**src/rtl/cache_pkg.sv**
```systemverilog
// Shared constants and types for the cache miss-fill controller.
package cache_pkg;

    localparam int WORDS_PER_BLOCK = 8;   // 16-bit words per cache block
    localparam int BLOCK_BYTES     = 16;  // bytes per cache block
    localparam int WORD_OFF_W      = 3;   // word offset bits within a block
    localparam int BYTE_OFF_W      = 4;   // byte offset bits within a block
    localparam int MEM_LATENCY     = 4;   // request-to-data latency of the bench memory model

    typedef enum logic {
        IDLE = 1'b0,
        FILL = 1'b1
    } fill_state_t;

endpackage

```
**src/rtl/cache_fill_fsm_fill_counter.sv**
```systemverilog
// Saturating up-counter with synchronous clear, increment enable and
// asynchronous active-low reset. Stops counting once it reaches MAX.
module fill_counter #(
    parameter int W   = 4,
    parameter int MAX = 8
) (
    input  logic         clk,
    input  logic         rst_n,
    input  logic         clr,
    input  logic         inc,
    output logic [W-1:0] cnt
);

    localparam logic [W-1:0] CNT_MAX = W'(MAX);

    logic [W-1:0] cnt_reg;

    // Count register: clear has priority over increment; hold at CNT_MAX.
    always_ff @(posedge clk or negedge rst_n) begin
        if (!rst_n) begin
            cnt_reg <= '0;
        end else if (clr) begin
            cnt_reg <= '0;
        end else if (inc && (cnt_reg != CNT_MAX)) begin
            cnt_reg <= cnt_reg + 1'b1;
        end
    end

    assign cnt = cnt_reg;

endmodule

```
**src/rtl/cache_fill_fsm.sv**
```systemverilog
// Cache miss-fill controller: on a miss, fetches the whole block from a
// pipelined fixed-latency memory, streams the returned words into the cache
// data array and writes the tag with the last word. fsm_busy is high for the
// whole fill.
// Optional feature macro: CRITICAL_WORD_FIRST_EN -- when defined, requests
// and fills start at the missed word and wrap around within the block.
module cache_fill_fsm #(
    parameter int WORDS_PER_BLOCK = cache_pkg::WORDS_PER_BLOCK,
    parameter int ADDR_W          = 16,
    parameter int DATA_W          = 16
) (
    input  logic                               clk,
    input  logic                               rst_n,
    input  logic                               miss_detected,
    input  logic [ADDR_W-1:0]                  miss_address,
    input  logic                               memory_data_valid,
    input  logic [DATA_W-1:0]                  memory_data,
    output logic                               fsm_busy,
    output logic                               mem_read,
    output logic [ADDR_W-1:0]                  memory_address,
    output logic                               write_data_array,
    output logic [$clog2(WORDS_PER_BLOCK)-1:0] fill_word,
    output logic [DATA_W-1:0]                  fill_data,
    output logic                               write_tag_array
);

    import cache_pkg::*;

    // Words are 16-bit, so the byte offset is one bit wider than the word offset.
    localparam int WOFF_W = $clog2(WORDS_PER_BLOCK);
    localparam int BOFF_W = WOFF_W + 1;
    localparam int CNT_W  = WOFF_W + 1;

    localparam logic [CNT_W-1:0] CNT_FULL = CNT_W'(WORDS_PER_BLOCK);
    localparam logic [CNT_W-1:0] CNT_LAST = CNT_W'(WORDS_PER_BLOCK - 1);

    fill_state_t        state_reg, state_next;
    logic [ADDR_W-1:0]  base_reg, base_next;
    logic [WOFF_W-1:0]  w0_reg, w0_next;
    logic [WOFF_W-1:0]  miss_word;
    logic [CNT_W-1:0]   req_cnt, rsp_cnt;
    logic               in_idle, req_active, rsp_write, last_rsp;
    logic [WOFF_W-1:0]  req_word, rsp_word;
    logic               unused_addr_bits;

`ifdef CRITICAL_WORD_FIRST_EN
    // Start the fill at the word that actually missed.
    assign miss_word = miss_address[BOFF_W-1:1];
`else
    // Always fill in ascending order from word 0.
    assign miss_word = '0;
`endif

    // Byte-offset bits never feed the block base.
    assign unused_addr_bits = ^miss_address[BOFF_W-1:0];

    assign in_idle    = (state_reg == IDLE);
    assign req_active = (state_reg == FILL) && (req_cnt < CNT_FULL);
    assign rsp_write  = (state_reg == FILL) && memory_data_valid;
    assign last_rsp   = rsp_write && (rsp_cnt == CNT_LAST);

    // Offsets wrap modulo the block size by virtue of the WOFF_W-bit sum,
    // so requests never carry into the block address bits.
    assign req_word = w0_reg + req_cnt[WOFF_W-1:0];
    assign rsp_word = w0_reg + rsp_cnt[WOFF_W-1:0];

    // Both counters are held at zero whenever no fill is in progress.
    fill_counter #(.W(CNT_W), .MAX(WORDS_PER_BLOCK)) u_req_cnt (
        .clk   (clk),
        .rst_n (rst_n),
        .clr   (in_idle),
        .inc   (req_active),
        .cnt   (req_cnt)
    );

    fill_counter #(.W(CNT_W), .MAX(WORDS_PER_BLOCK)) u_rsp_cnt (
        .clk   (clk),
        .rst_n (rst_n),
        .clr   (in_idle),
        .inc   (rsp_write),
        .cnt   (rsp_cnt)
    );

    // State, latched block base and first-word offset.
    always_ff @(posedge clk or negedge rst_n) begin
        if (!rst_n) begin
            state_reg <= IDLE;
            base_reg  <= '0;
            w0_reg    <= '0;
        end else begin
            state_reg <= state_next;
            base_reg  <= base_next;
            w0_reg    <= w0_next;
        end
    end

    // Next-state logic and outputs; outputs are idle-zero outside a fill.
    always_comb begin
        state_next       = state_reg;
        base_next        = base_reg;
        w0_next          = w0_reg;
        fsm_busy         = 1'b0;
        mem_read         = 1'b0;
        memory_address   = '0;
        write_data_array = 1'b0;
        fill_word        = '0;
        fill_data        = '0;
        write_tag_array  = 1'b0;
        case (state_reg)
            IDLE: begin
                if (miss_detected) begin
                    state_next = FILL;
                    base_next  = {miss_address[ADDR_W-1:BOFF_W], {BOFF_W{1'b0}}};
                    w0_next    = miss_word;
                end
            end
            FILL: begin
                fsm_busy = 1'b1;
                mem_read = req_active;
                if (req_active) begin
                    memory_address = {base_reg[ADDR_W-1:BOFF_W], req_word, 1'b0};
                end
                write_data_array = rsp_write;
                if (rsp_write) begin
                    fill_word = rsp_word;
                    fill_data = memory_data;
                end
                write_tag_array = last_rsp;
                if (last_rsp) begin
                    state_next = IDLE;
                end
            end
            default: begin
                state_next = IDLE;
            end
        endcase
    end

endmodule

```
**config.mk**
```make
export PLATFORM = sky130hd
export DESIGN_NAME = cache_fill_fsm
export DESIGN_NICKNAME = d
export VERILOG_FILES = /design/src/rtl/cache_pkg.sv /design/src/rtl/cache_fill_fsm_fill_counter.sv /design/src/rtl/cache_fill_fsm.sv
export SDC_FILE = /design/constraint.sdc
export NUM_CORES = 1
export LEC_CHECK = 0
export BUFFER_PORTS_ARGS = -buffer_cell sky130_fd_sc_hd__buf_4
export CORE_MARGIN = 2
export CORE_UTILIZATION = 40
export CTS_CLUSTER_DIAMETER = 60
export DETAILED_ROUTE_END_ITERATION = 16
export MAX_ROUTING_LAYER = met4
export PLACE_DENSITY = 0.86
export SETUP_SLACK_MARGIN = 0.5
export SYNTH_ARGS = -nofsm -noshare
export SYNTH_HDL_FRONTEND = slang
export SYNTH_SLANG_ARGS = --single-unit
```
**constraint.sdc**
```tcl
create_clock -name clk -period 1.9 [get_ports clk]
set_clock_uncertainty 0.2 [all_clocks]
set_input_delay 0.38 -clock clk [delete_from_list [all_inputs] [get_ports clk]]
set_output_delay 0.38 -clock clk [all_outputs]
set_load 0.05 [all_outputs]
```
Word-level counts from Yosys, hierarchy flattened

Index checks and enable logic that the tools add are counted.

Bitwise operators: 1
$add $sub $neg: 2
Equality and inequality tests: 5
$lt $le $gt $ge: 1
Reductions and logical operators: 6
Mux-type cells: 17

Operators by type and width:

| cell                                                                    | count |
|---|---|
| 16-bit 2-to-1 mux                                                       | 4 |
| 4-bit 2-to-1 mux                                                        | 4 |
| 4-bit by 1-bit adder with 4-bit output, second input constant           | 2 |
| 4-bit inequality test, second input constant                            | 2 |
| 1-bit 2-to-1 mux                                                        | 6 |
| 3-bit 2-to-1 mux                                                        | 2 |
| 1-bit logical AND                                                       | 5 |
| 4-bit by 3-bit == test with 1-bit output, second input constant         | 1 |
| 4-bit < comparator, second input constant                               | 1 |
| 2-bit by 1-bit inequality test with 1-bit output, second input constant | 2 |
| 1-bit case mux with 2 select lines                                      | 1 |
| 2-bit AND reduction                                                     | 1 |
| 1-bit inverter                                                          | 1 |

Output and inout port bits: 39
Input bits: 36
Word-level logic and storage cells: 36
Register bits after elaboration: 21

Depth between registers and ports, before layout

Gate-level depths: netlist (run 1).

Depth in word-level cells: 5
Depth in mapped cells: 5
Depth with buffers taken out: 5

Hierarchy

From an unflattened synthesis (run 1), not the netlist that was laid out.

Cells, all modules: 121
Area total of the unflattened synthesis: 1263.7 um^2

By module, submodules not included:

| module         | seq. area each (um^2) | cells an instance | times used | area an instance (um^2) |
|---|---|---|---|---|
| cache_fill_fsm | 325.3                 | 75                | 1          | 805.8 |
| fill_counter   | 100.1                 | 23                | 2          | 229.0 |

Least setup slack after synthesis (run 1)

OpenSTA, ideal clock, no wires.

Path type: reg-to-output
Start point: reg state_reg
End point: out write_tag_array
Data required time: 1320 ps
Stages on the path, launching flop included: 3
Path buffers: 0
Arrival: 1815 ps
Setup slack: -495 ps
Cell sequence: dfrtp_1 and3_1 and3b_1

Longest elaborated chain between the ends: 3

RTL lines:

| what                   | RTL line              | source |
|---|---|---|
| from (decl)            | cache_fill_fsm.sv:37  | `fill_state_t state_reg, state_next;` |
| from (signal assigned) | cache_fill_fsm.sv:91  | `state_reg <= state_next;` |
| 1-bit logical AND      | cache_fill_fsm.sv:59  | `assign rsp_write = (state_reg == FILL) && memory_data_valid;` |
| 1-bit logical AND      | cache_fill_fsm.sv:60  | `assign last_rsp = rsp_write && (rsp_cnt == CNT_LAST);` |
| 1-bit 2-to-1 mux *     | cache_fill_fsm.sv:109 | `case (state_reg)` |
| to (decl)              | cache_fill_fsm.sv:24  | `output logic write_tag_array` |

Mark *: on every way between the ends. The rest lies on a longest branch, timed or not.

Worst setup path in the final report (run 1)

Start point: reg state_reg
End point: out memory_address[3]

Longest elaborated chain between the ends: 3

RTL lines:

| what                | RTL line              | source |
|---|---|---|
| 1-bit logical AND   | cache_fill_fsm.sv:58  | `assign req_active = (state_reg == FILL) && (req_cnt < CNT_FULL);` |
| 16-bit 2-to-1 mux   | cache_fill_fsm.sv:120 | `if (req_active) begin` |
| 16-bit 2-to-1 mux * | cache_fill_fsm.sv:109 |  |
| to (decl)           | cache_fill_fsm.sv:20  | `output logic [ADDR_W-1:0] memory_address,` |

Marks and branches as above.

==> results.yml, run 1 <==
clock_tree:
  cts_tree: "yes"
  clk_pin_slew_ns: 0.13
  clock_latency_ns: 0.32
  htree_num_levels: 1
  cts_root_buf: "clkbuf_4"
  cts_max_path_buffers: 2
  clock_sinks: 21
  cts_made_buffers: 3
synthesis:
  syn_avg_cell_area_um2: 10.8
  postSynthCellCount: 114
  ys_warn_count: 0
  synth_nets: 154
  ys_seq_elements: 21
  synthesis.area_mm2: 0.00123
  ys_seq_area_share_pct: 42.8
  synth.distinct_cells: 26
die:
  num_rows: 20
  die_y_um: 59.4
  start_util_pct: 41.2
  fp.dieW_um: 59.4
  io_pins: 75
  coreArea_mm2: 0.00298
  dieArea_mm2: 0.00353
finish:
  area_growth_pct: 78.0
  layout_common_cells: "buf_4, dfrtp_1, buf_8"
  final_util_pct: 73.4
  mostFrequentLayoutCell: "buf_4"
  antenna_cells: 0
  drive_above_1_share_pct: 74.5
  largest_reg_flops: 12
  fin_area_mm2: 0.00218
  final_nets: 233
sta:
  holdWs_ns: 0.0826
  slew_violations: 0
  hold_viol: 0
  fmax_mhz: 504
  fin_crit_sh_pct: 104
  min_period_ns: 1.98
  setup_viol: 35
  timing.final.ws_setup_ns: -0.0823
  rsz0062_at_grt: "true"
  fin_tns_setup_ns: -1.17
route:
  ant_nets: 0
  wire_per_inst_um: 16.5
  drc: 0
  routed_wl_mm: 3.72
  viasPerCell: 5.02
  drt_iter0_drc: 35
  vias: 1130
  dr.pass1.iters: 4
run_status:
  outcome: "finished with violations"
  violations: "setup timing"
power:
  ir_drop_mv: 0.948
  p_per_area_mw_per_mm2: 1710
  p_leak_nw: 1.11
placement:
  post-place-ws_ns: 0.136
  gp_congestion: 0.750
  placed_area_mm2: 0.00187
  port-buffer-count: 69
  dp_hpwl_mm: 2.26
global_routing:
  grt_usage_pct: 20.2
  grt-ovfl-total: 0
  grt_pass1_wl_mm: 5.21
  grt_max_degree: 29
  first_global_vias: 1099
  antenna_found_initial: 0
setup_path:
  criticalPathCategory: "reg -> out"
  required_ns: 1.32
  crit_fanout: 16
  endpoint_kind: "primary output"
  start_kind: "register"
  crit_arrival_ns: 1.40
min_path:
  hold_class: "in -> reg"
flow_run:
  max-cap-violations: 0
cell families (layout without fill, tap and decap cells):
group | after synthesis | in the layout | share of synthesized area (%)
AO/OA/AOI/OAI | 3 | 3 | 1.73
XOR/XNOR | 3 | 3 | 2.14
adder cells (fa/ha/maj) | 4 | 4 | 4.08
buffers and inverters | 12 | 90 | 4.99
flip-flops | 21 | 21 | 42.8
multiplexers | 15 | 15 | 16.5
other | 1 | 1 | 0.306
AND/OR/NAND/NOR | 55 | 55 | 27.4
synthesized netlist by cell type:
cell	n	area share, %
dfrtp_1	21	43
and2_1	19	9.7
and3_1	19	9.7
mux2_4	10	12
nand2_1	7	2.1
clkbuf_1	4	1.2
ha_1	4	4.1
inv_1	4	1.2
mux2i_1	3	2.4
xnor2_1	3	2.1
buf_4	2	1.2
mux2_2	2	1.8
nor2_1	2	0.61
nor2b_1	2	1.0
a21boi_1	1	0.61
a31oi_1	1	0.51
and3b_1	1	0.71
buf_2	1	0.41
buf_6	1	0.92
conb_1	1	0.31
nand2b_1	1	0.51
nand4_1	1	0.51
nor2b_2	1	0.71
nor2b_4	1	1.1
o21a_1	1	0.61
or3b_1	1	0.71
path summary, 6_finish.rpt:
check | startpoint | end | slack, ns | depth (start not counted)
worst max-delay path | state_reg | memory_address[3] | -0.08 | 4
worst min-delay path | miss_address[4] | base_reg[4] | 0.08 | 2
worst max register to register | u_rsp_cnt.cnt[0] | u_rsp_cnt.cnt[2] | 0.25 | 7
worst min register to register | base_reg[4] | base_reg[4] | 0.33 | 1
max in group asynchronous | rst_n | state_reg | 0.99 | 2
min in group asynchronous | rst_n | base_reg[9] | 0.27 | 2
timing repair:
action,CTS,global route
gates cloned,0,0
gates resized for setup,38,17
setup buffers,6,4
pin swaps,1,2
hold buffers,1,0
endpoints found under the hold margin,21,0
setup endpoints to repair,53,53
power breakdown:
part	internal, W	switching, W
Combinational	0.00129	0.00136
Sequential	0.000667	0.000196
Clock	0.0000822	0.000148
per-stage QoR:
stage	total power, W	instances
2_1_floorplan	0.00241	114
3_3_place_gp	0.00281	210
3_5_place_dp	0.00289	210
4_1_cts	0.00351	221
5_1_grt	0.00391	225
6_report	0.00375	225
routing by layer:
| metal | part of all wire, % | track usage, % |
|---|---|---|
| met1 | 37 | 23.9 |
| met2 | 58 | 34.7 |
| met3 | 2.6 | 3.71 |
| met4 | 2.5 | 5.84 |
| met5 | 0 | - |
cell type report:
cell class                      count  area [um^2]
Fill cell                         190          793
Inverter                            4         17.5
Clock buffer                        4         26.3
Multi-Input combinational cell     81          769
Tap cell                           33         41.3
Timing Repair Buffer               82          802
Sequential cell                    21          528
worst max-delay path, cell delays in order (launching register included):
cell     delay [ns]
dfrtp_2        0.47
nor2b_4        0.15
buf_12         0.14
and2_2         0.19
buf_6          0.15
Power figures use the tool's default switching activity.
==> inputs of run 2 (changes only) <==
PLACE_DENSITY = 0.75   (was 0.86)
==> run 2 against run 1 <==
  * The flow still finishes with violations (setup timing)
  * Sequential power shrank 0.8%
  * Largest cell class unchanged
  * Sequential share of layout area shrank 2.9 points
  * First-iteration DRC count is the same
  * Via count grew 3.2%
  * Critical path depth is the same
  * Routed wire length grew 10%
  * Count of clock-buffer cells in the layout is the same
  * Die area is the same
  * Cell count grew 2.7%
  * Critical path type unchanged
==> results.yml, run 2 (synthesis results as in run 1) <==
finish:
  drive_above_1_share_pct: 76.3
  final_util_pct: 83.7
  final_nets: 239
  area_growth_pct: 103
  antenna_cells: 0
  largest_reg_flops: 12
  layout_common_cells: "buf_4, buf_8, and3_4"
  mostFrequentLayoutCell: "buf_4"
  fill_cells: 152
  instances_no_fill: 231
power:
  p_int_w: 0.00223
  p_clk_share_pct: 5.5
  switching_share_pct: 43.6
  ir_drop_mv: 0.882
  pwr-share-seq_pct: 21.6
  p_comb_share_pct: 72.9
  p_per_area_mw_per_mm2: 1590
  switchingPower_w: 0.00172
  p_leak_nw: 1.21
run_status:
  violations: "setup timing"
  outcome: "finished with violations"
die:
  num_rows: 20
  coreArea_mm2: 0.00298
  fp.dieW_um: 59.4
  io_pins: 75
  dieArea_mm2: 0.00353
  start_util_pct: 41.2
  die_y_um: 59.4
global_routing:
  grt_max_degree: 22
  antenna_found_initial: 0
  grt_pass1_wl_mm: 5.64
  grt_usage_pct: 22.1
  first_global_vias: 1153
  grt-ovfl-total: 0
route:
  routed_wl_mm: 4.10
  drc: 0
  viasPerCell: 5.05
  drt_iter0_drc: 35
  ant_nets: 0
  vias: 1166
  dr.pass1.iters: 4
  wire_per_inst_um: 17.7
setup_path:
  timing.rr.end: "base_reg[13]"
  endpoint_kind: "primary output"
  start_kind: "register"
  crit_fanout: 8
  required_ns: 1.32
  r2r_slack_ns: 0.09
  ff2ff_path_depth: 6
  crit_arrival_ns: 1.40
  criticalPathCategory: "reg -> out"
  rr_startpoint: "state_reg"
clock_tree:
  clock_sinks: 21
  clk_pin_slew_ns: 0.12
  cts_tree: "yes"
  htree_num_levels: 1
  cts_made_buffers: 3
  cts_max_path_buffers: 2
  clock_latency_ns: 0.30
  cts_root_buf: "clkbuf_4"
flow_run:
  max-cap-violations: 0
sta:
  timing.final.ws_setup_ns: -0.0842
  rsz0062_at_grt: "true"
  min_period_ns: 1.98
  setup_viol: 25
  fmax_mhz: 504
  fin_crit_sh_pct: 104
  hold_viol: 0
  slew_violations: 0
placement:
  port-buffer-count: 69
  gp_congestion: 0.744
  place_inst: 212
  dp_hpwl_mm: 2.17
min_path:
  hold_class: "in -> reg"
  whs_endpoint: "base_reg[11]"
  min_path_cells: 2
  holdCritStartpoint: "miss_address[11]"
-- run 2: worst max-delay path, stage by stage, from the launching register on --
cell and delay, ns:
dfrtp_2 0.45, nor2b_4 0.19, clkbuf_16 0.18, and2_4 0.15, buf_8 0.14
-- run 2: stage by stage --
stage | worst slack [ns] | hold slack (ns) | area [um^2] | power [W] | TNS, ns
2_1_floorplan | 0.0550 | -0.116 | 1340 | 0.00241 | 0
3_3_place_gp | 0.121 | 0.0733 | 1880 | 0.00283 | 0
3_5_place_dp | 0.114 | 0.0782 | 1880 | 0.00288 | 0
4_1_cts | -0.0685 | 0.0996 | 2360 | 0.00377 | -1.27
5_1_grt | -0.126 | 0.0904 | 2490 | 0.00415 | -2.25
6_report | -0.0842 | 0.106 | 2490 | 0.00395 | -0.990
-- run 2: metal layers --
metal	up-vias	wire (um)	GRT usage (%)
li1	546	-	-
met1	590	1620	26.8
met2	28	2350	39.1
met3	2	122	3.06
met4	0	9	3.90
met5	-	0	-
-- run 2: how the worst max path moves through the flow --
stage                           from            endpoint  depth (start not counted)
global placement           state_reg   memory_address[6]                          3
floorplan                  state_reg     write_tag_array                          2
finish              u_req_cnt.cnt[3]  memory_address[14]                          4
global route               state_reg     write_tag_array                          4
detailed placement         state_reg   memory_address[6]                          3
CTS                 u_req_cnt.cnt[3]   memory_address[2]                          4
-- run 2: final cells by class --
cell class              instances  area (um^2)  share of cell area [%]
well taps                      33         41.3                    1.66
flip-flops and latches         21          529                    21.2
inverters                       4         17.5                   0.703
clock buffers                   4         26.3                    1.05
repair buffers                 88         1050                    42.3
multi-input cells              81          822                    33.0
-- run 2: power by group through the flow --
stage | registers (W) | clock network [W] | logic [W]
after global placement | 0.000846 | 0 | 0.00198
final | 0.000856 | 0.000216 | 0.00288
after detailed placement | 0.000863 | 0 | 0.00201
after floorplan | 0.000828 | 0 | 0.00158
after global routing | 0.000882 | 0.000242 | 0.00302
after CTS | 0.000839 | 0.000217 | 0.00272
-- run 2: timing repair --
item | CTS | global route
setup buffers | 9 | 2
endpoints found under the hold margin | 21 | 0
hold buffers | 1 | 0
cloned | 2 | 1
endpoints found under the setup margin | 53 | 54
resized for setup | 87 | 29
pin swaps | 6 | 0
